$ cat src/rtl/nn_layer_in_collect.sv
// Serial-to-parallel input collector for a 6-input neuron layer: gathers N_IN beats
// plus a feedback operand and presents them under valid/ready. Optional macro: NN_COLLECT_DBUF_EN.
module nn_layer_in_collect #(
  parameter int N_IN = 6,
  parameter int DW   = 9
) (
  input  logic               clk,
  input  logic               rst,
  input  logic               s_valid,
  output logic               s_ready,
  input  logic [DW-1:0]      s_data,
  input  logic               s_last,
  input  logic [DW-1:0]      fb_in,
  output logic               m_valid,
  input  logic               m_ready,
  output logic [N_IN*DW-1:0] m_vec,
  output logic [DW-1:0]      m_fb,
  output logic               err_frame
);

  localparam int IW = (N_IN > 1) ? $clog2(N_IN) : 1;
  localparam logic [IW-1:0] LAST_IDX = IW'(N_IN - 1);

  typedef enum logic [1:0] {
    COLLECT,
    HOLD,
    RESYNC
  } state_t;

  state_t             r_state;
  state_t             w_nextState;
  logic [IW-1:0]      r_idx;
  logic [IW-1:0]      w_nextIdx;
  logic [DW-1:0]      r_slot [N_IN];
  logic [N_IN*DW-1:0] r_mVec;
  logic [DW-1:0]      r_mFb;
  logic               r_mValid;
  logic               r_errFrame;
  logic               w_rdy;
  logic               w_complete;
  logic               w_err;
  logic               w_atLast;
  logic               w_handoff;
  logic [N_IN*DW-1:0] w_frameVec;
`ifdef NN_COLLECT_DBUF_EN
  logic [DW-1:0]      r_shadowFb;
  logic [N_IN*DW-1:0] w_shadowVec;
`endif

  assign w_atLast  = (r_idx == LAST_IDX);
  assign w_handoff = r_mValid & m_ready;
  assign s_ready   = w_rdy & ~rst;
  assign m_valid   = r_mValid;
  assign m_vec     = r_mVec;
  assign m_fb      = r_mFb;
  assign err_frame = r_errFrame;

  always_comb begin
    w_nextState = r_state;
    w_nextIdx   = r_idx;
    w_complete  = 1'b0;
    w_err       = 1'b0;
    w_rdy       = 1'b0;
    case (r_state)
      COLLECT: begin
        w_rdy = 1'b1;
        if (s_valid) begin
          if (w_atLast) begin
            w_nextIdx = '0;
            if (s_last) begin
              w_complete = 1'b1;
`ifdef NN_COLLECT_DBUF_EN
              // A finished frame parks in the slots only if the output bank is still occupied
              if (r_mValid && !m_ready) begin
                w_nextState = HOLD;
              end
`else
              w_nextState = HOLD;
`endif
            end else begin
              w_err       = 1'b1;
              w_nextState = RESYNC;
            end
          end else if (s_last) begin
            w_err     = 1'b1;
            w_nextIdx = '0;
          end else begin
            w_nextIdx = r_idx + 1'b1;
          end
        end
      end
      HOLD: begin
        if (w_handoff) begin
          w_nextState = COLLECT;
        end
      end
      RESYNC: begin
        w_rdy = 1'b1;
        if (s_valid && s_last) begin
          w_nextIdx   = '0;
          w_nextState = COLLECT;
        end
      end
      default: begin
        w_nextState = COLLECT;
        w_nextIdx   = '0;
      end
    endcase
  end

  always_ff @(posedge clk or posedge rst) begin
    if (rst) begin
      r_state    <= COLLECT;
      r_idx      <= '0;
      r_errFrame <= 1'b0;
    end else begin
      r_state    <= w_nextState;
      r_idx      <= w_nextIdx;
      r_errFrame <= w_err;
    end
  end

  always_ff @(posedge clk or posedge rst) begin
    if (rst) begin
      for (int k = 0; k < N_IN; k++) begin
        r_slot[k] <= '0;
      end
    end else if (r_state == COLLECT && s_valid) begin
      r_slot[r_idx] <= s_data;
    end
  end

  // The completing beat bypasses its slot so the vector is ready one cycle after the handshake
  always_comb begin
    w_frameVec = '0;
    for (int k = 0; k < N_IN - 1; k++) begin
      w_frameVec[k*DW +: DW] = r_slot[k];
    end
    w_frameVec[(N_IN-1)*DW +: DW] = s_data;
  end

`ifdef NN_COLLECT_DBUF_EN
  always_comb begin
    w_shadowVec = '0;
    for (int k = 0; k < N_IN; k++) begin
      w_shadowVec[k*DW +: DW] = r_slot[k];
    end
  end

  always_ff @(posedge clk or posedge rst) begin
    if (rst) begin
      r_mValid   <= 1'b0;
      r_mVec     <= '0;
      r_mFb      <= '0;
      r_shadowFb <= '0;
    end else if (w_complete && (!r_mValid || m_ready)) begin
      r_mValid <= 1'b1;
      r_mVec   <= w_frameVec;
      r_mFb    <= fb_in;
    end else if (w_complete) begin
      r_shadowFb <= fb_in;
    end else if (r_state == HOLD && w_handoff) begin
      r_mValid <= 1'b1;
      r_mVec   <= w_shadowVec;
      r_mFb    <= r_shadowFb;
    end else if (w_handoff) begin
      r_mValid <= 1'b0;
    end
  end
`else
  always_ff @(posedge clk or posedge rst) begin
    if (rst) begin
      r_mValid <= 1'b0;
      r_mVec   <= '0;
      r_mFb    <= '0;
    end else if (w_complete) begin
      r_mValid <= 1'b1;
      r_mVec   <= w_frameVec;
      r_mFb    <= fb_in;
    end else if (w_handoff) begin
      r_mValid <= 1'b0;
    end
  end
`endif

endmodule
$ cat config.mk
export PLATFORM = sky130hd
export DESIGN_NAME = nn_layer_in_collect
export DESIGN_NICKNAME = d
export VERILOG_FILES = /design/src/rtl/nn_layer_in_collect.sv
export SDC_FILE = /design/constraint.sdc
export NUM_CORES = 1
export LEC_CHECK = 0
export BUFFER_PORTS_ARGS = -buffer_cell sky130_fd_sc_hd__buf_2
export CAP_MARGIN = 30
export CORE_ASPECT_RATIO = 0.9
export CORE_UTILIZATION = 35
export CTS_BUF_LIST = sky130_fd_sc_hd__clkbuf_8
export DETAILED_ROUTE_END_ITERATION = 10
export GPL_ROUTABILITY_DRIVEN = 0
export GPL_TIMING_DRIVEN = 0
export HOLD_SLACK_MARGIN = 0.15
export PLACE_DENSITY = 0.58
export SLEW_MARGIN = 15
export SYNTH_ARGS = -nofsm -noshare
export SYNTH_HDL_FRONTEND = slang
export SYNTH_SLANG_ARGS = --single-unit
$ cat constraint.sdc
create_clock -name clk -period 6.49 [get_ports clk]
set_input_delay 0.649 -clock clk [delete_from_list [all_inputs] [get_ports clk]]
set_output_delay 0.649 -clock clk [all_outputs]
set_load 0.005 [all_outputs]
==> results of run 1 <==
## logic make-up after synthesis
logic type                 Yosys count  synth area share, %
adders and majority gates            3                0.790
and+or+nand+nor                     22                 3.11
muxes                              108                 30.2
AOI/OAI and AO/OA                   10                 1.40
DFF                                115                 60.5
buffers and inverters               16                 3.92
## metrics by stage
| stage | std cells | setup WS, ns | total power [W] | util, % |
|---|---|---|---|---|
| 2_1_floorplan | 274 | 2.80 | 0.00141 | - |
| 5_1_grt | 562 | 4.35 | 0.00233 | 43.6 |
| 3_5_place_dp | 530 | 4.43 | 0.00161 | 40.8 |
| 4_1_cts | 562 | 4.40 | 0.00224 | 43.6 |
| 6_report | 562 | 4.40 | 0.00219 | 43.6 |
| 3_3_place_gp | 529 | 1.40 | 0.00158 | 40.6 |
## flip-flops by register name (all words and copies together) (netlist names)
signal	count
err_frame	1
m_fb	9
m_valid	1
m_vec	54
r_idx	3
r_slot	45
r_state	2
## metal layers
| layer | vias up | part of all wire [%] |
|---|---|---|
| met4 | 0 | 0.95 |
| met1 | 1341 | 48 |
| met3 | 6 | 5.3 |
| met5 | - | 0 |
| met2 | 65 | 46 |
| li1 | 1189 | - |
## power groups by stage
stage / combinational [W] / clock (W) / sequential (W)
finish: 0.000509 / 0.000609 / 0.00108
global route: 0.000554 / 0.000666 / 0.00111
detailed placement: 0.000516 / 0 / 0.00109
global placement: 0.000503 / 0 / 0.00108
CTS: 0.000519 / 0.000638 / 0.00108
floorplan: 0.000345 / 0 / 0.00107
## final cells by class
type	count	area, µm²
Timing Repair Buffer	88	463
Clock buffer	22	303
Tap cell	168	210
Multi-Input combinational cell	143	1690
Sequential cell	115	2880
Clock inverter	10	67.6
Fill cell	1244	7510
Inverter	3	16.3
Buffer	13	175
## how the worst max path moves through the flow
| stage | end | depth (start not counted) | slack (ns) |
|---|---|---|---|
| detailed placement | m_vec[44] | 8 | 4.43 |
| global route | m_vec[44] | 8 | 4.35 |
| finish | m_vec[44] | 8 | 4.40 |
| global placement | m_vec[24] | 2 | 1.40 |
| CTS | m_vec[44] | 8 | 4.40 |
| floorplan | err_frame | 1 | 2.80 |
## worst reg2reg max path, delay by kind of cell, from the launching register on
kind                       cells  cell delay, ns
and+or+nand+nor                2            0.36
DFF                            1            0.44
buffers and inverters          3            0.51
muxes                          1            0.31
adders and majority gates      2            0.33
## synth_stat cells (2+ instances only)
cell and n:
a21oi_1 2, and3_1 3, buf_12 6, buf_2 2, buf_4 3, buf_6 2
dfrtp_1 115, ha_1 3, inv_1 3, mux2_1 9, mux2_2 40, mux2_4 59
nand2_1 5, nor2_1 3, nor2b_1 2, o22ai_1 2
==> results.tsv, run 1 <==
stage	metric	value	unit
final_layout	areaGrowthSynthToFinish	22.1	%
pwr	power.net_switching	0.000571	W
clocking	cts.clk_slew.worst_paths	0.07	ns
sta	final_layout_setup_total_negative_slack	0	ns
synth	post_syn_area	4750	µm²
sta	timing.clock.skew	0.00855	ns
global_route	gr_layer_usage_met2	23.0	%
sta	finalHoldViolations	0	
sta	min_period	2.09	ns
clocking	cts_tree	built	
detailed_routing	detail_route.iter0.violations	119	
pwr	pwr-share-seq	49.1	%
sta	max_freq	479	MHz
pwr	cell_internal_power	0.00162	W
clocking	cts_setup_buffers	0	
global_route	vias_in_the_first_global_route	2750	
global_route	grt-busiest-layer	met2	
die	dieWidth	125	µm
sta	post-route-period-util	32.2	%
detailed_routing	drtPass1Iterations	7	
die	design.portCount	89	
final_layout	final_layout_size_suffix_gt1_share	58.6	%
detailed_routing	route.final.wire_length	9.80	mm
setup_path	reg2reg_setup_slack	4.40	ns
pwr	comb_power_share	23.2	%
synth	ys_seq_elements	115	
setup_path	crit_fanout	10	
setup_path	worstSetupStartpointType	flip-flop	
sta	maxSlewHeadroom	66.3	%
die	rows	40	
global_route	antenna_found_initial	0	
synth	synth_largest_area_cell	dfrtp_1	
detailed_routing	route.antenna.remaining_nets	0	
final_layout	finalNetCount	407	
synth	ys_async_sr_fraction	100	%
sta	grt_setup_unrepaired	no	
sta	holdWs	0.225	ns
synth	synth_edf_count	0	
die	coreArea	13300	µm²
setup_path	critPathArrivalTime	2.40	ns
synth	synth_seq_area_share	60.5	%
global_route	grt_max_degree	78	
setup_path	worst_r2r_endpoint	m_vec[44]	
die	initial_utilization	35.7	%
setup_path	cpMostUsedCell	ha_1	
clocking	holdBufCountCts	0	
setup_path	crit_startpoint	r_idx[1]	
global_route	grt_overflow	0	
pwr	power.share.clock	27.7	%
global_route	grt_util_met3	6.29	%
detailed_routing	number_of_vias_after_detailed_routing	2601	
setup_path	end_kind	flip-flop	
setup_path	startpoint_of_the_most_critical_register_to_register_path	r_idx[1]	
setup_path	reg2regPathDepth	8	
global_route	grt_util_all_layers	15.4	%
pwr	reported_leakage_power	2.98	nW
synth	synthesis.instances	274	
detailed_routing	post-route-drc-count	8	
synth	ys_warn_count	0	
clocking	postCtsResizedCells	0	
synth	synth_top_cells_by_area	dfrtp_1 (61%), mux2_4 (19%), mux2_2 (9.5%)	
die	die_h	113	µm
sta	setup_violations	0	
placed_design	detailedPlacementHpwl	6.38	mm
clocking	number_of_clock_buffers_inserted_by_tritoncts	17	
synth	netlist-cell-type-count	31	
setup_path	critPathBufInv	3	
final_layout	layout.cells.most_common	dfrtp_1	
clocking	clock-sinks	115	
final_layout	mostFrequentLayoutCells	dfrtp_1 (115), buf_2 (89), mux2_4 (59), mux2_2 (40), clkbuf_8 (22)	
detailed_routing	avgRoutedWirePerCell	17.4	µm
sta	drv_slew	0	
clocking	clk_latency	0.43	ns
run_status	failed_checks	design-rule violations	
final_layout	n_antenna_cell	0	
setup_path	criticalPathCategory	reg2reg	
job	max-cap-violations	0	
synth	ys_dominant_reg_cell	dfrtp_1	
setup_path	worst_ep_required_time	6.80	ns
detailed_routing	detail_route.vias_per_cell	4.63	
setup_path	worst_path_largest_cell_delay	0.44	ns
synth	synth.avg_cell_area	17.3	µm²
clocking	clock_tree_root_buffer_cell	clkbuf_8	
run_status	outcome	finished with violations	
setup_path	critical_path.top_delay_family	buffers and inverters	
pwr	power_switching_share	26.0	%
pwr	peakVddDrop	0.000158	V
placed_design	place_area	5430	µm²
clocking	number_of_h_tree_levels	4	
die	die_area	14100	µm²
setup_path	crit_slowest_cell	dfrtp_1	
global_route	grt_first_pass_wirelength	15.7	mm
sta	worst_pin_slew	0.504	ns
pwr	cellPowerDensity	378	nW/µm²
setup_path	crit_path_cell_trace	inv_1, ha_1, and2_1, ha_1, nor3b_2, buf_6, buf_12, mux2_4	
placed_design	placement.io_buffers	87	
hold_path	worstHoldPathType	in2async	
synth	synth_largest_type_area_fraction	60.5	%
synth	synth.net_count	300	
global_route	grt.met1_usage	19.9	%
clocking	max-clock-path-buffers	2	
final_layout	final_cell_area	5800	µm²
Note: power is estimated with default switching activity, not from simulation.
==> run 2: changes to the inputs <==
Settings changed: PLACE_DENSITY 0.58 to 0.6.
Clock period 6.49 ns to 1.75 ns, I/O delays scaled along.
==> run 2 against run 1 <==
Against the previous run: the flow finishes with violations (design-rule violations, negative setup slack); clock skew down 0.00091 ns; critical path depth rose by 1; count of clock-buffer cells in the layout down 3; register-to-register slack got worse by 4.6 ns; worst hold slack got worse by 0.0024 ns; flip-flop and latch count stayed put; via count increased by 8.7%; sequential share of layout area shrank 4.4 points; maximum frequency increased by 6.3%; global-route usage increased by 0.97 points; critical path type unchanged.
==> results.tsv, run 2 (synthesis gave the netlist of run 1 again) <==
stage	metric	value	unit	change
setup_path	crit_path_cell_trace	inv_2, ha_4, and2_4, ha_4, nor3b_4, buf_6, buf_12, clkbuf_16, mux2_4		was inv_1, ha_1, and2_1, ha_1, nor3b_2, buf_6, buf_12, mux2_4
setup_path	crit_fanout	7		was 10
detailed_routing	detail_route.iter0.violations	80		was 119
sta	worst_pin_slew	0.598	ns	was 0.504 ns
setup_path	crit_slowest_cell	dfrtp_1		unchanged
pwr	cellPowerDensity	1320	nW/µm²	was 378 nW/µm²
placed_design	detailedPlacementHpwl	6.55	mm	was 6.38 mm
setup_path	worst_ep_required_time	2.06	ns	was 6.80 ns
die	design.portCount	89		unchanged
die	rows	40		unchanged
global_route	vias_in_the_first_global_route	2972		was 2750
clocking	number_of_h_tree_levels	4		unchanged
hold_path	worstHoldPathType	in2reg		was in2async
die	die_area	14100	µm²	unchanged
setup_path	critPathBufInv	4		was 3
final_layout	areaGrowthSynthToFinish	34.1	%	was 22.1%
final_layout	mostFrequentLayoutCells	dfrtp_1 (114), buf_2 (89), mux2_4 (63), mux2_2 (36), dlygate4sd3_1 (23)		was dfrtp_1 (115), buf_2 (89), mux2_4 (59), mux2_2 (40), clkbuf_8 (22)
clocking	cts_tree	built		unchanged
die	dieWidth	125	µm	unchanged
placed_design	dp_cells	532		was 530
run_status	outcome	finished with violations		unchanged
setup_path	reg2regPathDepth	9		was 8
pwr	reported_leakage_power	3.19	nW	was 2.98 nW
detailed_routing	route.final.wire_length	10.8	mm	was 9.80 mm
final_layout	final_layout_size_suffix_gt1_share	59.5	%	was 58.6%
detailed_routing	avgRoutedWirePerCell	17.9	µm	was 17.4 µm
sta	post-route-period-util	112	%	was 32.2%
final_layout	largest_register_ff_count	54		unchanged
global_route	grt_first_pass_wirelength	16.9	mm	was 15.7 mm
setup_path	criticalPathCategory	reg2reg		unchanged
placed_design	placement.io_buffers	87		unchanged
die	initial_utilization	35.7	%	unchanged
global_route	grt_max_degree	36		was 78
global_route	grt_overflow	0		unchanged
clocking	clk_latency	0.42	ns	was 0.43 ns
sta	timing.clock.skew	0.00764	ns	was 0.00855 ns
clocking	max-clock-path-buffers	2		unchanged
sta	grt_setup_unrepaired	yes		was no
global_route	grt_util_all_layers	16.3	%	was 15.4%
detailed_routing	route.antenna.remaining_nets	0		unchanged
run_status	failed_checks	design-rule violations, negative setup slack		was design-rule violations
sta	max_freq	509	MHz	was 479 MHz
sta	min_period	1.96	ns	was 2.09 ns
setup_path	worstSetupStartpointType	flip-flop		unchanged
sta	drv_slew	0		unchanged
die	coreArea	13300	µm²	unchanged
sta	setup_violations	73		was 0
hold_path	worstHoldPathCells	4		
job	max-cap-violations	0		unchanged
setup_path	critPathArrivalTime	2.27	ns	was 2.40 ns
setup_path	critical_path_depth_in_cells	9		was 8
sta	finalHoldViolations	0		unchanged
final_layout	fillerInstances	1196		was 1244
detailed_routing	post-route-drc-count	12		was 8
global_route	antenna_found_initial	0		unchanged
die	die_h	113	µm	unchanged
placed_design	place_area	5470	µm²	was 5430 µm²
detailed_routing	detail_route.vias_per_cell	4.71		was 4.63
setup_path	end_kind	flip-flop		unchanged
final_layout	n_antenna_cell	0		unchanged
sta	worst_slack	-0.214	ns	was 4.40 ns
setup_path	cpMostUsedCell	ha_4		was ha_1
sta	maxSlewHeadroom	60.0	%	was 66.3%
pwr	peakVddDrop	0.000548	V	was 0.000158 V
setup_path	critical_path.top_delay_family	buffers and inverters		unchanged
clocking	cts.clk_slew.worst_paths	0.06	ns	was 0.07 ns
final_layout	finish.cell_count_without_fillers	600		was 562
clocking	clock-sinks	115		unchanged
final_layout	final_cell_area	6380	µm²	was 5800 µm²
final_layout	layout.cells.most_common	dfrtp_1		unchanged
detailed_routing	number_of_vias_after_detailed_routing	2826		was 2601
final_layout	finalNetCount	445		was 407
detailed_routing	drtPass1Iterations	7		unchanged
clocking	clock_tree_root_buffer_cell	clkbuf_8		unchanged
clocking	number_of_clock_buffers_inserted_by_tritoncts	17		unchanged
setup_path	worst_path_largest_cell_delay	0.39	ns	was 0.44 ns
-- run 2: stage by stage --
| stage | setup WS, ns | power (W) | setup TNS [ns] | hold slack, ns | util (%) |
|---|---|---|---|---|---|
| floorplan | -0.0649 | 0.00525 | -3.80 | 0.264 | - |
| detailed placement | -0.303 | 0.00598 | -18.31 | 0.285 | 41.1 |
| global route | -0.253 | 0.00896 | -15.89 | 0.223 | 47.9 |
| global placement | -0.603 | 0.00587 | -79.91 | 0.385 | 40.6 |
| CTS | -0.212 | 0.00850 | -11.45 | 0.177 | 47.0 |
| finish | -0.214 | 0.00843 | -11.41 | 0.222 | 47.9 |
-- run 2: worst paths after layout --
kind                            startpoint    endpoint  slack, ns
worst max-delay path              r_idx[1]   m_vec[17]      -0.21
worst min-delay path                s_last    r_idx[0]       0.22
worst max register to register    r_idx[1]   m_vec[17]      -0.21
worst min register to register  r_slot[25]  r_slot[25]       0.49
max in group asynchronous              rst   m_vec[33]       0.81
min in group asynchronous              rst  r_state[0]       0.37
-- run 2: timing repair --
item                                   in CTS  in global routing
endpoints found under the hold margin      87                  0
buffers inserted                            8                  1
hold buffers                               23                  0
setup endpoints to repair                  64                110
resized for setup                          11                  6
pin swaps                                   0                  1
cloned                                      2                  4
-- run 2: worst min-delay path: stages --
cell	delay [ns]
buf_2	0.16
a21oi_1	0.08
nand3_1	0.11
o22ai_1	0.08
-- run 2: report_power, final --
| group | leakage, nW | internal (W) | switching [W] |
|---|---|---|---|
| clock | 0.203 | 0.00131 | 0.00106 |
| sequential | 1.51 | 0.00353 | 0.000454 |
| combinational | 1.47 | 0.00134 | 0.000741 |
| total | 3.19 | 0.00618 | 0.00225 |
-- run 2: layer usage --
| metal | wire [µm] | up-vias | track usage [%] |
|---|---|---|---|
| met3 | 593 | 11 | 4.77 |
| met5 | 0 | - | 0 |
| met4 | 152 | 0 | 6.18 |
| met1 | 5040 | 1444 | 21.7 |
| met2 | 4980 | 89 | 25.4 |
| li1 | - | 1282 | - |
-- run 2: area by class of cell --
cell class | count | area (µm²) | area share [%]
Buffer | 12 | 168 | 2.63
Multi-Input combinational cell | 143 | 1740 | 27.3
Clock buffer | 19 | 262 | 4.10
Sequential cell | 115 | 2880 | 45.2
Inverter | 3 | 15.0 | 0.235
Clock inverter | 13 | 118 | 1.84
Timing Repair Buffer | 127 | 982 | 15.4
Tap cell | 168 | 210 | 3.30
==> run 3: changes to the inputs <==
Settings changed: PLACE_DENSITY 0.6 to 0.58.
Clock period 1.75 ns to 1.9 ns, I/O delays scaled along.
==> run 3 against run 2 <==
Against the previous run: register-to-register slack gained 0.18 ns; worst hold slack improved by 0.011 ns; the flow still finishes with violations (design-rule violations, negative setup slack); worst setup slack improved by 0.18 ns; cell count is 0.33% higher.
==> results.tsv, run 3 (synthesis gave the netlist of run 1 again) <==
stage	metric	value	unit	change
final_layout	largest_register_ff_count	54		unchanged
clocking	clock-sinks	115		unchanged
die	die_area	14100	µm²	unchanged
final_layout	finish.cell_count_without_fillers	602		was 600
clocking	max-clock-path-buffers	2		unchanged
placed_design	place_area	5490	µm²	was 5470 µm²
global_route	grt_first_pass_wirelength	16.5	mm	was 16.9 mm
pwr	power.net_switching	0.00208	W	was 0.00225 W
sta	worst_pin_slew	0.492	ns	was 0.598 ns
pwr	cell_internal_power	0.00592	W	was 0.00618 W
sta	grt_setup_unrepaired	yes		unchanged
clocking	cts_tree	built		unchanged
global_route	grt_util_met3	4.72	%	was 4.77%
sta	min_period	1.93	ns	was 1.96 ns
global_route	gr_layer_usage_met2	25.2	%	was 25.4%
final_layout	fillerInstances	1190		was 1196
setup_path	cpMostUsedCell	ha_4		unchanged
pwr	total_power	0.00800	W	was 0.00843 W
run_status	failed_checks	design-rule violations, negative setup slack		unchanged
final_layout	areaGrowthSynthToFinish	35.3	%	was 34.1%
setup_path	worstSetupStartpointType	flip-flop		unchanged
job	max-cap-violations	0		unchanged
run_status	outcome	finished with violations		unchanged
sta	post-route-period-util	102	%	was 112%
pwr	reported_leakage_power	3.23	nW	was 3.19 nW
placed_design	placement.io_buffers	87		unchanged
placed_design	detailedPlacementHpwl	6.46	mm	was 6.55 mm
die	design.portCount	89		unchanged
clocking	clk_latency	0.42	ns	about the same
sta	setup_violations	27		was 73
die	coreArea	13300	µm²	unchanged
final_layout	finalNetCount	448		was 445
sta	finalHoldViolations	0		unchanged
die	die_h	113	µm	unchanged
global_route	grt.met1_usage	20.6	%	was 21.7%
pwr	pwr-share-seq	46.0	%	was 47.2%
setup_path	worst_path_largest_cell_delay	0.39	ns	about the same
global_route	grt_max_degree	35		was 36
clocking	number_of_h_tree_levels	4		unchanged
clocking	number_of_clock_buffers_inserted_by_tritoncts	17		unchanged
final_layout	layout.cells.most_common	dfrtp_1		unchanged
hold_path	sink_of_the_worst_hold_path	r_idx[2]		was r_idx[0]
clocking	cts.clk_slew.worst_paths	0.07	ns	was 0.06 ns
detailed_routing	post-route-drc-count	16		was 12
detailed_routing	number_of_vias_after_detailed_routing	2800		was 2826
setup_path	reg2reg_setup_slack	-0.03	ns	was -0.21 ns
sta	maxSlewHeadroom	67.1	%	was 60.0%
setup_path	criticalPathCategory	reg2reg		unchanged
pwr	peakVddDrop	0.000545	V	was 0.000548 V
sta	max_freq	517	MHz	was 509 MHz
final_layout	multiInputGateArea	1720	µm²	was 1740 µm²
sta	timing.clock.skew	0.00988	ns	was 0.00764 ns
hold_path	hold_path.startpoint	s_last		unchanged
setup_path	crit_fanout	7		unchanged
setup_path	reg2regPathDepth	9		unchanged
pwr	power_switching_share	26.0	%	was 26.7%
detailed_routing	detail_route.iter0.violations	137		was 80
final_layout	mostFrequentLayoutCells	dfrtp_1 (114), buf_2 (89), mux2_4 (59), mux2_2 (40), dlygate4sd3_1 (24)		was dfrtp_1 (114), buf_2 (89), mux2_4 (63), mux2_2 (36), dlygate4sd3_1 (23)
final_layout	area.sequential	2880	µm²	unchanged
setup_path	crit_slowest_cell	dfrtp_1		unchanged
final_layout	final_cell_area	6430	µm²	was 6380 µm²
global_route	grt_util_all_layers	15.8	%	was 16.3%
global_route	vias_in_the_first_global_route	2967		was 2972
setup_path	startpoint_of_the_most_critical_register_to_register_path	r_idx[1]		unchanged
detailed_routing	route.final.wire_length	10.6	mm	was 10.8 mm
global_route	grt-busiest-layer	met2		unchanged
pwr	comb_power_share	23.8	%	was 24.7%
detailed_routing	route.antenna.remaining_nets	0		unchanged
hold_path	worstHoldPathType	in2reg		unchanged
sta	drv_slew	0		unchanged
die	rows	40		unchanged
setup_path	end_kind	flip-flop		unchanged
detailed_routing	avgRoutedWirePerCell	17.7	µm	was 17.9 µm
global_route	grt_overflow	0		unchanged
placed_design	pre_cts_slack	-0.147	ns	was -0.303 ns
pwr	cellPowerDensity	1240	nW/µm²	was 1320 nW/µm²
hold_path	worstHoldPathCells	4		unchanged
pwr	power.share.clock	30.2	%	was 28.1%
detailed_routing	drtPass1Iterations	7		unchanged
setup_path	critPathArrivalTime	2.24	ns	was 2.27 ns
setup_path	worst_r2r_endpoint	m_vec[19]		was m_vec[17]
die	dieWidth	125	µm	unchanged
sta	worst_slack	-0.0339	ns	was -0.214 ns
clocking	clock_tree_root_buffer_cell	clkbuf_8		unchanged
final_layout	final_layout_size_suffix_gt1_share	59.0	%	was 59.5%
setup_path	worst_ep_required_time	2.20	ns	was 2.06 ns
placed_design	dp_cells	533		was 532
global_route	antenna_found_initial	0		unchanged
detailed_routing	detail_route.vias_per_cell	4.65		was 4.71
setup_path	crit_path_cell_trace	inv_2, ha_4, and2_4, ha_4, nor3b_2, buf_6, buf_12, clkbuf_16, mux2_4		was inv_2, ha_4, and2_4, ha_4, nor3b_4, buf_6, buf_12, clkbuf_16, mux2_4
final_layout	n_antenna_cell	0		unchanged
die	initial_utilization	35.7	%	unchanged
[run 3: changes by cell type in the layout (fill, tap and decap cells not counted), moves of 2 or more]
cell,previous run,this run
nand2_1,3,5
mux2_2,36,40
nand2_2,2,0
clkinv_2,7,5
mux2_4,63,59
buf_4,6,8
bufinv_16,2,4
[run 3: what timing repair did]
action / CTS / global route
gates resized for setup: 3 / 4
setup endpoints to repair: 63 / 63
buffers inserted: 7 / 1
hold endpoints to repair: 94 / 3
gates cloned: 1 / 5
pin swaps: 0 / 1
hold buffers: 22 / 2
[run 3: how the worst max path moves through the flow]
stage / startpoint / endpoint / slack [ns] / cells after the start
after floorplan: r_idx[1] / m_fb[8] / 0.07 / 8
after global placement: rst / m_vec[23] / -0.49 / 2
after detailed placement: r_idx[1] / m_vec[44] / -0.15 / 8
after CTS: r_idx[1] / m_vec[17] / -0.02 / 9
after global routing: r_idx[1] / m_vec[18] / -0.09 / 9
final: r_idx[1] / m_vec[19] / -0.03 / 9
[run 3: layer usage]
layer / wire length, µm / part of all wire, %
met5: 0 / 0
met4: 102 / 0.96
met3: 451 / 4.2
met2: 5170 / 49
met1: 4910 / 46
[run 3: per-stage QoR]
stage	utilization, %	TNS [ns]	hold slack, ns
after detailed placement	41.2	-8.09	0.166
after global placement	40.6	-60.91	0.406
after floorplan	-	0	0.279
final	48.3	-0.432	0.233
after CTS	47.0	-0.378	0.155
after global routing	48.3	-2.73	0.212
[run 3: area by class of cell]
class | instances | area share, %
flip-flops and latches | 115 | 44.8
multi-input cells | 143 | 26.7
repair buffers | 129 | 15.8
clock buffers | 18 | 3.85
well taps | 168 | 3.27
plain buffers | 13 | 2.72
clock inverters | 13 | 2.61
inverters | 3 | 0.234
[run 3: power by group through the flow]
| stage | registers, W | clock network (W) | logic (W) |
|---|---|---|---|
| 6_report | 0.00368 | 0.00242 | 0.00190 |
| 5_1_grt | 0.00378 | 0.00261 | 0.00207 |
| 4_1_cts | 0.00367 | 0.00248 | 0.00189 |
| 3_5_place_dp | 0.00372 | 0 | 0.00178 |
| 3_3_place_gp | 0.00369 | 0 | 0.00171 |
| 2_1_floorplan | 0.00365 | 0 | 0.00118 |
[run 3: worst max-delay path: cells and delay by family (launching register included)]
kind / cells / cell delay [ns]
fa+ha+maj: 2 / 0.25
flops: 1 / 0.39
mux: 1 / 0.29
buf+inv: 4 / 0.57
simple gates: 2 / 0.31
